<file path="config.mk">
export PLATFORM = sky130hd
export DESIGN_NAME = cacheline_adaptor_flat
export DESIGN_NICKNAME = d
export VERILOG_FILES = /design/src/rtl/mem_types_pkg.sv /design/src/rtl/cacheline_adaptor_if.sv /design/src/rtl/cacheline_adaptor.sv /design/src/flat_wrapper.sv
export SDC_FILE = /design/constraint.sdc
export NUM_CORES = 1
export LEC_CHECK = 0
export CORE_AREA = 2 2 275 277
export CTS_CLUSTER_SIZE = 30
export DETAILED_ROUTE_END_ITERATION = 12
export DIE_AREA = 0 0 277 279
export PLACE_DENSITY = 0.59
export SYNTH_ARGS = -nofsm -noshare
export SYNTH_HDL_FRONTEND = slang
export SYNTH_SLANG_ARGS = --single-unit
</file>
<file path="constraint.sdc">
create_clock -name clk -period 2.6 [get_ports clk]
set_clock_uncertainty 0.2 [all_clocks]
set_input_delay 0.39 -clock clk [delete_from_list [all_inputs] [get_ports clk]]
set_output_delay 0.39 -clock clk [all_outputs]
set_load 0.01 [all_outputs]
</file>
<file path="src/rtl/mem_types_pkg.sv">
// Shared types and geometry for the cache-line to memory-burst adaptor.
// The line and beat widths, the line-offset width and the FSM state encoding live here.
package mem_types_pkg;
   localparam int LINE_W      = 256;
   localparam int BURST_W     = 64;
   localparam int BURST_LEN   = 4;
   localparam int ADDR_W      = 32;
   localparam int OFFSET_BITS = $clog2(LINE_W / 8);
   localparam int CNT_W       = (BURST_LEN > 1) ? $clog2(BURST_LEN) : 1;

   typedef enum logic [1:0] {IDLE, RD, WR, DONE} adaptor_state_t;

   typedef logic [LINE_W-1:0]                 line_t;
   typedef logic [BURST_W-1:0]                burst_t;
   typedef logic [ADDR_W-1:0]                 addr_t;
   typedef logic [CNT_W-1:0]                  cnt_t;
   typedef logic [BURST_LEN-1:0][BURST_W-1:0] beats_t;

   function automatic addr_t line_align(input addr_t a);
      return {a[ADDR_W-1:OFFSET_BITS], {OFFSET_BITS{1'b0}}};
   endfunction
endpackage

</file>
<file path="src/rtl/cacheline_adaptor_if.sv">
// Bundles the cache-side and memory-side signals of the adaptor.
// The master modport is the adaptor; the slave modport is the cache and memory environment.
interface cacheline_adaptor_if;
   import mem_types_pkg::*;

   line_t  line_i;
   line_t  line_o;
   addr_t  address_i;
   logic   read_i;
   logic   write_i;
   logic   resp_o;
   burst_t burst_i;
   burst_t burst_o;
   addr_t  address_o;
   logic   read_o;
   logic   write_o;
   logic   resp_i;

   modport master (
      input  line_i, address_i, read_i, write_i, burst_i, resp_i,
      output line_o, resp_o, burst_o, address_o, read_o, write_o
   );

   modport slave (
      output line_i, address_i, read_i, write_i, burst_i, resp_i,
      input  line_o, resp_o, burst_o, address_o, read_o, write_o
   );
endinterface

</file>
<file path="src/rtl/cacheline_adaptor.sv">
// Converts a single-cycle cache line request into a BURST_LEN-beat memory burst.
// Beats are gathered into or served from a line buffer that is indexed by the beat count.
module cacheline_adaptor
   import mem_types_pkg::*;
(
   input  logic                clk,
   input  logic                rst_n,
   cacheline_adaptor_if.master bus
);

   if (BURST_LEN * BURST_W != LINE_W) begin : g_bad_geometry
      $error("cacheline_adaptor: LINE_W must equal BURST_LEN * BURST_W");
   end

   localparam cnt_t LAST_BEAT = cnt_t'(BURST_LEN - 1);

   adaptor_state_t state_q, state_d;
   cnt_t           cnt_q,   cnt_d;
   addr_t          addr_q,  addr_d;
   beats_t         buf_q,   buf_d;
   line_t          line_q,  line_d;

   always_ff @(posedge clk or negedge rst_n) begin
      if (!rst_n) begin
         state_q <= IDLE;
         cnt_q   <= '0;
         addr_q  <= '0;
         buf_q   <= '0;
         line_q  <= '0;
      end else begin
         state_q <= state_d;
         cnt_q   <= cnt_d;
         addr_q  <= addr_d;
         buf_q   <= buf_d;
         line_q  <= line_d;
      end
   end

   always_comb begin
      state_d = state_q;
      cnt_d   = cnt_q;
      addr_d  = addr_q;
      buf_d   = buf_q;
      line_d  = line_q;
      unique case (state_q)
         IDLE: begin
            cnt_d = '0;
            // Read takes priority if the cache ever raises both requests.
            if (bus.read_i) begin
               addr_d  = line_align(bus.address_i);
               state_d = RD;
            end else if (bus.write_i) begin
               addr_d  = line_align(bus.address_i);
               buf_d   = bus.line_i;
               state_d = WR;
            end
         end
         RD: begin
            if (bus.resp_i) begin
               buf_d[cnt_q] = bus.burst_i;
               cnt_d        = cnt_q + 1'b1;
               if (cnt_q == LAST_BEAT) begin
                  line_d  = buf_d;
                  state_d = DONE;
               end
            end
         end
         WR: begin
            if (bus.resp_i) begin
               cnt_d = cnt_q + 1'b1;
               if (cnt_q == LAST_BEAT) state_d = DONE;
            end
         end
         DONE: begin
            cnt_d   = '0;
            state_d = IDLE;
         end
         default: state_d = IDLE;
      endcase
   end

   // Handshake outputs decode straight from state so reset clears them asynchronously.
   assign bus.read_o    = (state_q == RD);
   assign bus.write_o   = (state_q == WR);
   assign bus.resp_o    = (state_q == DONE);
   assign bus.address_o = addr_q;
   assign bus.line_o    = line_q;
   assign bus.burst_o   = (state_q == WR) ? buf_q[cnt_q] : '0;

   a_no_dual_request: assert property (
      @(posedge clk) disable iff (!rst_n)
      !(state_q == IDLE && bus.read_i && bus.write_i)
   );

endmodule

</file>
<file path="src/flat_wrapper.sv">
// flat-port wrapper written by rule: the top's interface ports become plain ports
module cacheline_adaptor_flat import mem_types_pkg::*;
  (clk, rst_n, bus_line_i, bus_address_i, bus_read_i, bus_write_i, bus_burst_i, bus_resp_i, bus_line_o, bus_resp_o, bus_burst_o, bus_address_o, bus_read_o, bus_write_o);
  cacheline_adaptor_if bus_i ();
  input  logic clk;
  input  logic rst_n;
  input wire logic [$bits(bus_i.line_i)-1:0] bus_line_i;
  input wire logic [$bits(bus_i.address_i)-1:0] bus_address_i;
  input wire logic [$bits(bus_i.read_i)-1:0] bus_read_i;
  input wire logic [$bits(bus_i.write_i)-1:0] bus_write_i;
  input wire logic [$bits(bus_i.burst_i)-1:0] bus_burst_i;
  input wire logic [$bits(bus_i.resp_i)-1:0] bus_resp_i;
  output wire logic [$bits(bus_i.line_o)-1:0] bus_line_o;
  output wire logic [$bits(bus_i.resp_o)-1:0] bus_resp_o;
  output wire logic [$bits(bus_i.burst_o)-1:0] bus_burst_o;
  output wire logic [$bits(bus_i.address_o)-1:0] bus_address_o;
  output wire logic [$bits(bus_i.read_o)-1:0] bus_read_o;
  output wire logic [$bits(bus_i.write_o)-1:0] bus_write_o;
  assign bus_i.line_i = bus_line_i;
  assign bus_i.address_i = bus_address_i;
  assign bus_i.read_i = bus_read_i;
  assign bus_i.write_i = bus_write_i;
  assign bus_i.burst_i = bus_burst_i;
  assign bus_i.resp_i = bus_resp_i;
  assign bus_line_o = bus_i.line_o;
  assign bus_resp_o = bus_i.resp_o;
  assign bus_burst_o = bus_i.burst_o;
  assign bus_address_o = bus_i.address_o;
  assign bus_read_o = bus_i.read_o;
  assign bus_write_o = bus_i.write_o;
  cacheline_adaptor u_core (.clk(clk), .rst_n(rst_n), .bus(bus_i));
endmodule
</file>
* Word-level counts from Yosys, hierarchy flattened
Index checks and enable logic that the tools add are counted.
Widths: inputs -> output; s select.
** Storage, ports and cells
- Bits of input ports :: 357
- Word-level logic and storage cells :: 50
- Memories :: 0
- Bits in registers :: 548
- Output and inout bits :: 355
- Bits in writable memories :: 0
- Memory bits (read-only) :: 0
- Latch bits :: 0
** Cells by class
- Bitwise gates (word level) :: 0
- Multiplexer cells :: 19
- Reduce and logical (&&, ||, !) cells :: 10
- Add/sub/neg operators :: 1
- Order comparisons :: 2
- Shifts and indexed selects :: 0
- Multipliers :: 0
- Equality and inequality tests :: 10
- Divide/modulo/power cells :: 0
** Operators by type and width (number)
- $mux 256 :: 3
- $pmux 256 s2 :: 1
- $bwmux 256 :: 1
- $mux 64 :: 3
- $bmux 64 s2 :: 1
- $demux 64 s2 :: 1
- $mux 32 :: 2
- $mux 2 :: 5
- $eq 2x2->1 const B :: 3
- $ne 2x2->1 const B :: 3
- $pmux 2 s3 :: 1
- $reduce_and 3->1 :: 2
- $ne 2x1->1 const B :: 2
- $pmux 2 s2 :: 1
- $reduce_and 4->1 :: 1
- $reduce_bool 2->1 :: 2
- $reduce_or 2->1 :: 2
- $lt 2x3->1 const B :: 1
- $ne 3x3->1 const B :: 1
- $add 2x1->2 const B :: 1
- $eq 2x1->1 const B :: 1
- $ge 2x1->1 const B :: 1
- $logic_not 2->1 :: 1
- $reduce_and 2->1 :: 1
- $logic_and 1x1->1 :: 1

* Depth between registers and ports, before layout
Gate-level depths: netlist (run 1).
- Depth in word-level cells :: 7
- Depth in mapped cells :: 9
- Depth with buffers taken out :: 5

* Worst setup path after synthesis (run 1)
Ideal clock, no wire load.
- Path type :: flip-flop to flip-flop
- From :: register u_core.cnt_q[0]
- To :: register u_core.buf_q[43] (netlist bit)
- Data required time :: 2.274 ns
- Setup time :: 0.126 ns
- Stages on the path, launching flop included :: 10
- Period minus slack after synthesis :: 2.381 ns
- Arrival time :: 2.055 ns
- Path buffers :: 4
- Slack :: 0.219 ns
- Cell sequence :: dfrtp_1 buf_4 buf_2 inv_1 ha_1 clkbuf_1 clkbuf_1 nand3b_1 o21ai_0 a2bb2oi_1
** On the way
- Longest elaborated chain between the ends :: 7
- Elaborated cells on any way between the ends :: 8
- Classes of those cells :: 2 x order compare; 5 x mux; 1 x reduce/logical
** Ends and longest elaborated chain
- start: declaration :: RTL line cacheline_adaptor.sv:18 : cnt_t cnt_q, cnt_d;
- start signal: assignment :: RTL line cacheline_adaptor.sv:32 : cnt_q <= cnt_d;
- $lt 2x3->1 (implied by the code) / $ge 2x1->1 (equally long branches) :: RTL line cacheline_adaptor.sv:60 : buf_d[cnt_q] = bus.burst_i;
- $logic_and 1x1->1 (implied by the code) :: RTL line cacheline_adaptor.sv:60
- $mux 64 (implied by the code) :: RTL line cacheline_adaptor.sv:60
- $demux 64 s2 (*)
- $bwmux 256 (*) :: RTL line cacheline_adaptor.sv:60
- $mux 256 (*) :: RTL line cacheline_adaptor.sv:59 : if (bus.resp_i) begin
- $pmux 256 s2 (*) :: RTL line cacheline_adaptor.sv:45 : unique case (state_q)
- end signal: assignment :: RTL line cacheline_adaptor.sv:34 : buf_q <= buf_d;
- end: declaration :: RTL line cacheline_adaptor.sv:20 : beats_t buf_q, buf_d;
Mark *: on every way between the ends. The rest lies on a longest branch, timed or not. The select of a mux whose other input is x is not followed.
A chain may end at the register's enable or synchronous reset.

* Final worst setup path (run 1)
- From :: register u_core.cnt_q[0]
- To :: output port bus_burst_o[54]
** On the way
- Longest elaborated chain between the ends :: 3
** Ends and longest elaborated chain
- $bmux 64 s2 :: RTL line cacheline_adaptor.sv:88 : assign bus.burst_o = (state_q == WR) ? buf_q[cnt_q] : '0;
- $mux 64 (implied by the code) :: RTL line cacheline_adaptor.sv:88
- $mux 64 :: RTL line cacheline_adaptor.sv:88
- end: declaration :: RTL line flat_wrapper.sv:15 : output wire logic [$bits(bus_i.burst_o)-1:0] bus_burst_o;
Every way passes these cells. The select of a mux whose other input is x is not followed.

==> results.tsv, run 1 <==
metric	value	unit
synth_top_cell_by_area	dfrtp_1	
cts_buffers	61	
die-area	77300	sq um
worstSetupPathType	reg -> out	
avgSynthCellArea	11.1	sq um
ctsHtreeMaxLevel	2	
wl_met2	53800	microns
synth-main-ff-cell	dfrtp_1	
highest-signal-layer	met5	
pin_count	712	
synth_edf_count	0	
wl_met1	45200	microns
worst_slack	-0.401	ns
slew_headroom	44.6	%
worst_setup_path_start_kind	flop	
arrival	2.41	ns
synth.distinct_cells	31	
syn2layout_area_growth	44.2	%
wire_per_inst	26.8	microns
whs	0.0581	ns
fp.coreArea	74100	sq um
cts_tree	done	
fp.dieH	279	microns
switching_share	38.1	%
route.met3.wl	8390	microns
grt_max_degree	191	
grt_use_total	27.1	%
grt_pass1_vias	24000	
start_util	37.0	%
p_leak	0.0159	uW
holdCritPathClass	in -> async	
clock.fmax	333	MHz
final_core_util	53.4	%
netlist_instances	2466	
synth_seq_cells	543	
antenna_found_initial	26	
clk_path_buf_depth	3	
dp.cells	3988	
p_total	48800	uW
powerDensity	1240	nW/um^2
setup_viol	72	
clock-root-buffer	clkbuf_16	
globalRouteOverflowTotal	0	
clkTransAtPathRegs	0.06	ns
port_buffers	701	
via_per_inst	5.71	
required	2.01	ns
cts_sinks	543	
worstReg2RegStart	u_core.cnt_q[0]	
syn_area	27400	sq um
slew_viol_final	0	
vias	23800	
clock_latency	0.64	ns
status	finished, violations left	
drtIter0Drc	1972	
pwr-share-comb	52.3	%
async_flop_share	100	%
final_hold_viol_count	0	
dpl.hpwl	72500	microns
fin_crit_sh	115	%
peakVddDrop	0.00101	V
finalNonFillerCells	4175	
wl	112000	microns
antenna_left	0	
yosysWarnings	0	
critPathMaxFanout	5	
drc	0	
dr.pass1.iters	6	
rsz0062_at_grt	yes	
yosysSeqAreaShare	49.6	%
post-route-min-period	3.00	ns
violations	setup timing	
crit_start	u_core.cnt_q[0]	
drive_gt1_share	17.3	%
row_count	100	
synth.top_cell.area_share	49.6	%
grt_pass1_wl	160000	microns
switchingPower	18600	uW
end_kind	primary output	
max-cap-violations	0	
p_seq_share	29.0	%
fillers	6488	
synthTopCellsByArea	dfrtp_1, o21ai_0, mux2i_1	
nNetsFinal	3510	
die_x	277	microns
gp_congestion	0.881	
intPower	30200	uW
clkPwrFrac	18.6	%
worst_pin_slew	0.831	ns
Yosys cell counts (2+ instances only):
master and count:
nand2b_1 2, buf_1 45, nand3b_1 255, dfrtp_1 543
buf_4 9, buf_6 12, mux2_2 59, mux4_2 64
and2_1 65, ha_1 12, a22oi_2 3, a22oi_4 2
buf_2 97, nand2_1 231, clkbuf_1 84, nor2b_1 2
o21ai_0 480, a2bb2oi_2 10, mux2i_1 228, a22oi_1 2
inv_1 4, nand3_1 4, a2bb2oi_1 245
cell type report:
type,count,area [sq um],area share (%)
timing repair buffer,855,9480,24.0
clock buffer,90,1780,4.50
clock inverter,19,277,0.700
sequential,543,13600,34.4
antenna,19,47.5,0.120
multi-input combinational,1676,13100,33.2
inverter,4,18.8,0.0475
tap,969,1210,3.07
cell families after synthesis:
logic type               Yosys count  share of synthesized area [%]
AND/OR/NAND/NOR                  562                           11.9
adder cells (fa/ha/maj)           12                          0.548
buffers and inverters            251                           4.33
multiplexers                     351                           16.0
flip-flops                       543                           49.6
other                              1                         0.0137
XOR/XNOR                           1                         0.0320
AO/OA/AOI/OAI                    745                           17.6
sequential cells by signal, summed over array words and instances, names as in the netlist:
| signal | count |
|---|---|
| u_core.buf_q | 256 |
| u_core.bus.line_o | 256 |
| u_core.bus.address_o | 27 |
| u_core.cnt_q | 2 |
| u_core.state_q | 2 |
power by group through the flow:
stage          sequential (uW)  clock, uW  combinational (uW)
2_1_floorplan            13900          0               12600
3_3_place_gp             14000          0               22100
3_5_place_dp             14100          0               22400
4_1_cts                  14100       9230               24100
5_1_grt                  14500       9570               27000
6_report                 14200       9090               25600
critical path: stages (launching register included):
cell	delay (ns)
dfrtp_4	0.50
buf_12	0.16
buf_12	0.14
buf_16	0.14
buf_8	0.13
mux4_2	0.42
and2_4	0.16
buf_6	0.11
per-layer routing:
layer / track usage [%] / vias to the layer above
met5: 0 / -
met4: 11.7 / 14
met3: 5.97 / 216
met2: 44.2 / 1095
li1: - / 10400
met1: 34.8 / 12100
cells in the final DEF (no fill, tap or decap), types with 7 or more instances in the layout:
master,n
buf_12,64
buf_4,46
o21ai_0,475
clkdlybuf4s50_1,634
bufinv_16,7
mux4_2,64
a2bb2oi_2,29
ha_4,7
mux2_2,55
diode_2,19
clkbuf_1,17
clkbuf_8,10
clkbuf_16,73
nand2_1,229
a2bb2oi_1,226
nand3b_1,255
buf_6,69
clkinv_2,10
dfrtp_1,541
mux2i_1,220
buf_16,11
and2_4,57
buf_2,14
and2_1,8
per-stage QoR:
stage	TNS, ns	instance area (sq um)	worst slack, ns
2_1_floorplan	0	27400	0.219
3_3_place_gp	-0.0108	36000	-0.0108
3_5_place_dp	0	36000	0.00142
4_1_cts	-33.31	38900	-0.447
5_1_grt	-19.29	39500	-0.446
6_report	-14.71	39500	-0.401
final timing paths:
path | end | slack (ns) | cells past startpoint
setup / recovery | bus_burst_o[54] | -0.40 | 7
hold / removal | u_core.bus.line_o[174] | 0.06 | 2
setup reg to reg | u_core.buf_q[24] | -0.03 | 12
hold reg to reg | u_core.bus.line_o[13] | 0.28 | 2
max in group asynchronous | u_core.bus.address_o[31] | 1.23 | 4
min in group clk | u_core.bus.address_o[6] | 0.17 | 2
what timing repair did:
item,in CTS,in global routing
hold endpoints to repair,260,0
gates resized for setup,418,48
gates cloned,8,13
hold buffers,1,0
setup endpoints to repair,66,379
pin swaps,36,7
buffers inserted,24,20
Power figures use the tool's default switching activity.
==> run 2, diff against run 1 <==
==> constraint.sdc (replaced) <==
create_clock -name clk -period 3.1 [get_ports clk]
set_clock_uncertainty 0.2 [all_clocks]
set_input_delay 0.465 -clock clk [delete_from_list [all_inputs] [get_ports clk]]
set_output_delay 0.465 -clock clk [all_outputs]
set_load 0.01 [all_outputs]
==> results.tsv, run 2 (synthesis gave the netlist of run 1 again) <==
metric	value	unit	change
final_hold_viol_count	0		unchanged
slowest_stage	dfrtp_4		unchanged
drive_gt1_share	13.0	%	was 17.3%
start_util	37.0	%	unchanged
slew_viol_final	0		unchanged
p_total	38000	uW	was 48800 uW
multiInputGateArea	12800	sq um	was 13100 sq um
gp_congestion	0.843		was 0.881
grt_max_degree	187		was 191
critPathMaxFanout	9		was 5
arrival	2.38	ns	was 2.41 ns
max-cap-violations	0		unchanged
clk_path_buf_depth	3		unchanged
ff_latch_area	13600	sq um	unchanged
grt_pass1_wl	157000	microns	was 160000 microns
dp.cells	3960		was 3988
p_leak	0.0152	uW	was 0.0159 uW
antenna_left	0		unchanged
dpl.hpwl	69800	microns	was 72500 microns
rsz0062_at_grt	no		was yes
worst_pin_slew	0.790	ns	was 0.831 ns
ctsHtreeMaxLevel	2		unchanged
fp.coreArea	74100	sq um	unchanged
fp.dieH	279	microns	unchanged
layout_commonest_cell	clkdlybuf4s50_1		unchanged
row_count	100		unchanged
cpPeakStageDelay	0.50	ns	about the same
path_cells	buf_12 > buf_4 > buf_12 > mux4_2 > and2_4 > buf_2		was buf_12 > buf_12 > buf_16 > buf_8 > mux4_2 > and2_4 > buf_6
post-route-min-period	3.04	ns	
slew_headroom	47.3	%	was 44.6%
grt_use_total	26.6	%	was 27.1%
drtIter0Drc	1745		was 1972
required	2.43	ns	was 2.01 ns
path_buf_inv	4		was 5
cpLargestDelayFamily	buffers and inverters		unchanged
fillers	6629		was 6488
port_buffers	701		unchanged
setup-tns-final	0	ns	was -14.71 ns
worstSetupPathType	reg -> out		unchanged
cpMostUsedCell	buf_12		unchanged
die_x	277	microns	unchanged
worst_slack	0.0571	ns	was -0.401 ns
grt_pass1_vias	23700		was 24000
wl	105000	microns	was 112000 microns
cts_sinks	543		unchanged
worstReg2RegStart	u_core.cnt_q[0]		unchanged
wire_per_inst	25.6	microns	was 26.8 microns
setup_viol	0		was 72
end_kind	primary output		unchanged
worst_setup_path_start_kind	flop		unchanged
dp_slack	0.353	ns	was 0.00142 ns
antenna_found_initial	26		unchanged
clock.fmax	329	MHz	
syn2layout_area_growth	38.3	%	was 44.2%
clock-root-buffer	clkbuf_16		unchanged
fin_crit_sh	98.2	%	
peakVddDrop	0.000789	V	was 0.00101 V
vias	23100		was 23800
drc	0		unchanged
rr_endpoint	u_core.bus.line_o[219]		was u_core.buf_q[24]
final_core_util	51.2	%	was 53.4%
rr_worst_depth	8		was 12
nNetsFinal	3446		was 3510
clkTransAtPathRegs	0.06	ns	about the same
finalNonFillerCells	4115		was 4175
final_cell_mix	clkdlybuf4s50_1, dfrtp_1, o21ai_0		unchanged
holdCritPathClass	in -> async		unchanged
pin_count	712		unchanged
r2r_slack	0.40	ns	was -0.03 ns
via_per_inst	5.60		was 5.71
clock_latency	0.64	ns	about the same
globalRouteOverflowTotal	0		unchanged
powerDensity	1000	nW/um^2	was 1240 nW/um^2
cts_buffers	61		unchanged
cts_tree	done		unchanged
die-area	77300	sq um	unchanged
dr.pass1.iters	5		was 6
status	complete, no violations		was finished, violations left
[run 2: how the worst max path moves through the flow]
| stage | from | endpoint | slack (ns) | depth (start not counted) |
|---|---|---|---|---|
| global route | u_core.cnt_q[0] | bus_burst_o[31] | 0.003 | 5 |
| floorplan | u_core.cnt_q[0] | u_core.buf_q[43] | 0.72 | 9 |
| finish | u_core.cnt_q[0] | bus_burst_o[2] | 0.06 | 6 |
| detailed placement | u_core.state_q[0] | bus_burst_o[39] | 0.35 | 5 |
| global placement | u_core.cnt_q[0] | bus_burst_o[32] | 0.37 | 4 |
| CTS | u_core.cnt_q[0] | bus_burst_o[8] | 0.0002 | 6 |
[run 2: per-layer routing]
layer  vias to the layer above  track usage [%]  wire length [microns]  share of wire [%]
met1                     11700             34.5                  43000                 41
li1                      10300                -                      -                  -
met4                        12             10.6                   3390                3.2
met2                       916             43.1                  50700                 48
met5                         -                0                     89              0.085
met3                       169             6.28                   8000                7.6
[run 2: what timing repair did]
action,4_1_cts,5_1_grt
endpoints found under the setup margin,65,29
cloned,5,1
hold buffers,1,0
resized for setup,196,34
pin swaps,1,0
setup buffers,16,0
hold endpoints to repair,42,0
[run 2: layout make-up]
cell class | instances | share of cell area [%]
flip-flops and latches | 543 | 35.9
multi-input cells | 1676 | 33.8
repair buffers | 791 | 21.5
clock buffers | 97 | 5.00
well taps | 969 | 3.20
clock inverters | 15 | 0.413
diodes | 20 | 0.132
inverters | 4 | 0.0396
[run 2: power by group]
part	switching [uW]	internal [uW]	total [uW]
sequential	2060	9790	11800
clock	3070	4400	7470
combinational	9400	9240	18600
[run 2: through the flow]
stage | hold slack, ns | area, sq um
3_5_place_dp | 0.269 | 35600
3_3_place_gp | 0.261 | 35600
5_1_grt | 0.234 | 37900
2_1_floorplan | -0.0306 | 27400
4_1_cts | 0.218 | 37900
6_report | 0.208 | 37900
==> run 3, diff against run 2 <==
--- a/config.mk
+++ b/config.mk
@@ -9,6 +9,7 @@
 export CTS_CLUSTER_SIZE = 30
 export DETAILED_ROUTE_END_ITERATION = 12
 export DIE_AREA = 0 0 277 279
+export HOLD_SLACK_MARGIN = 0.08
 export PLACE_DENSITY = 0.59
 export SYNTH_ARGS = -nofsm -noshare
 export SYNTH_HDL_FRONTEND = slang
==> results of run 3 <==
Final layout, timing and power as in run 2 (identical DEF).
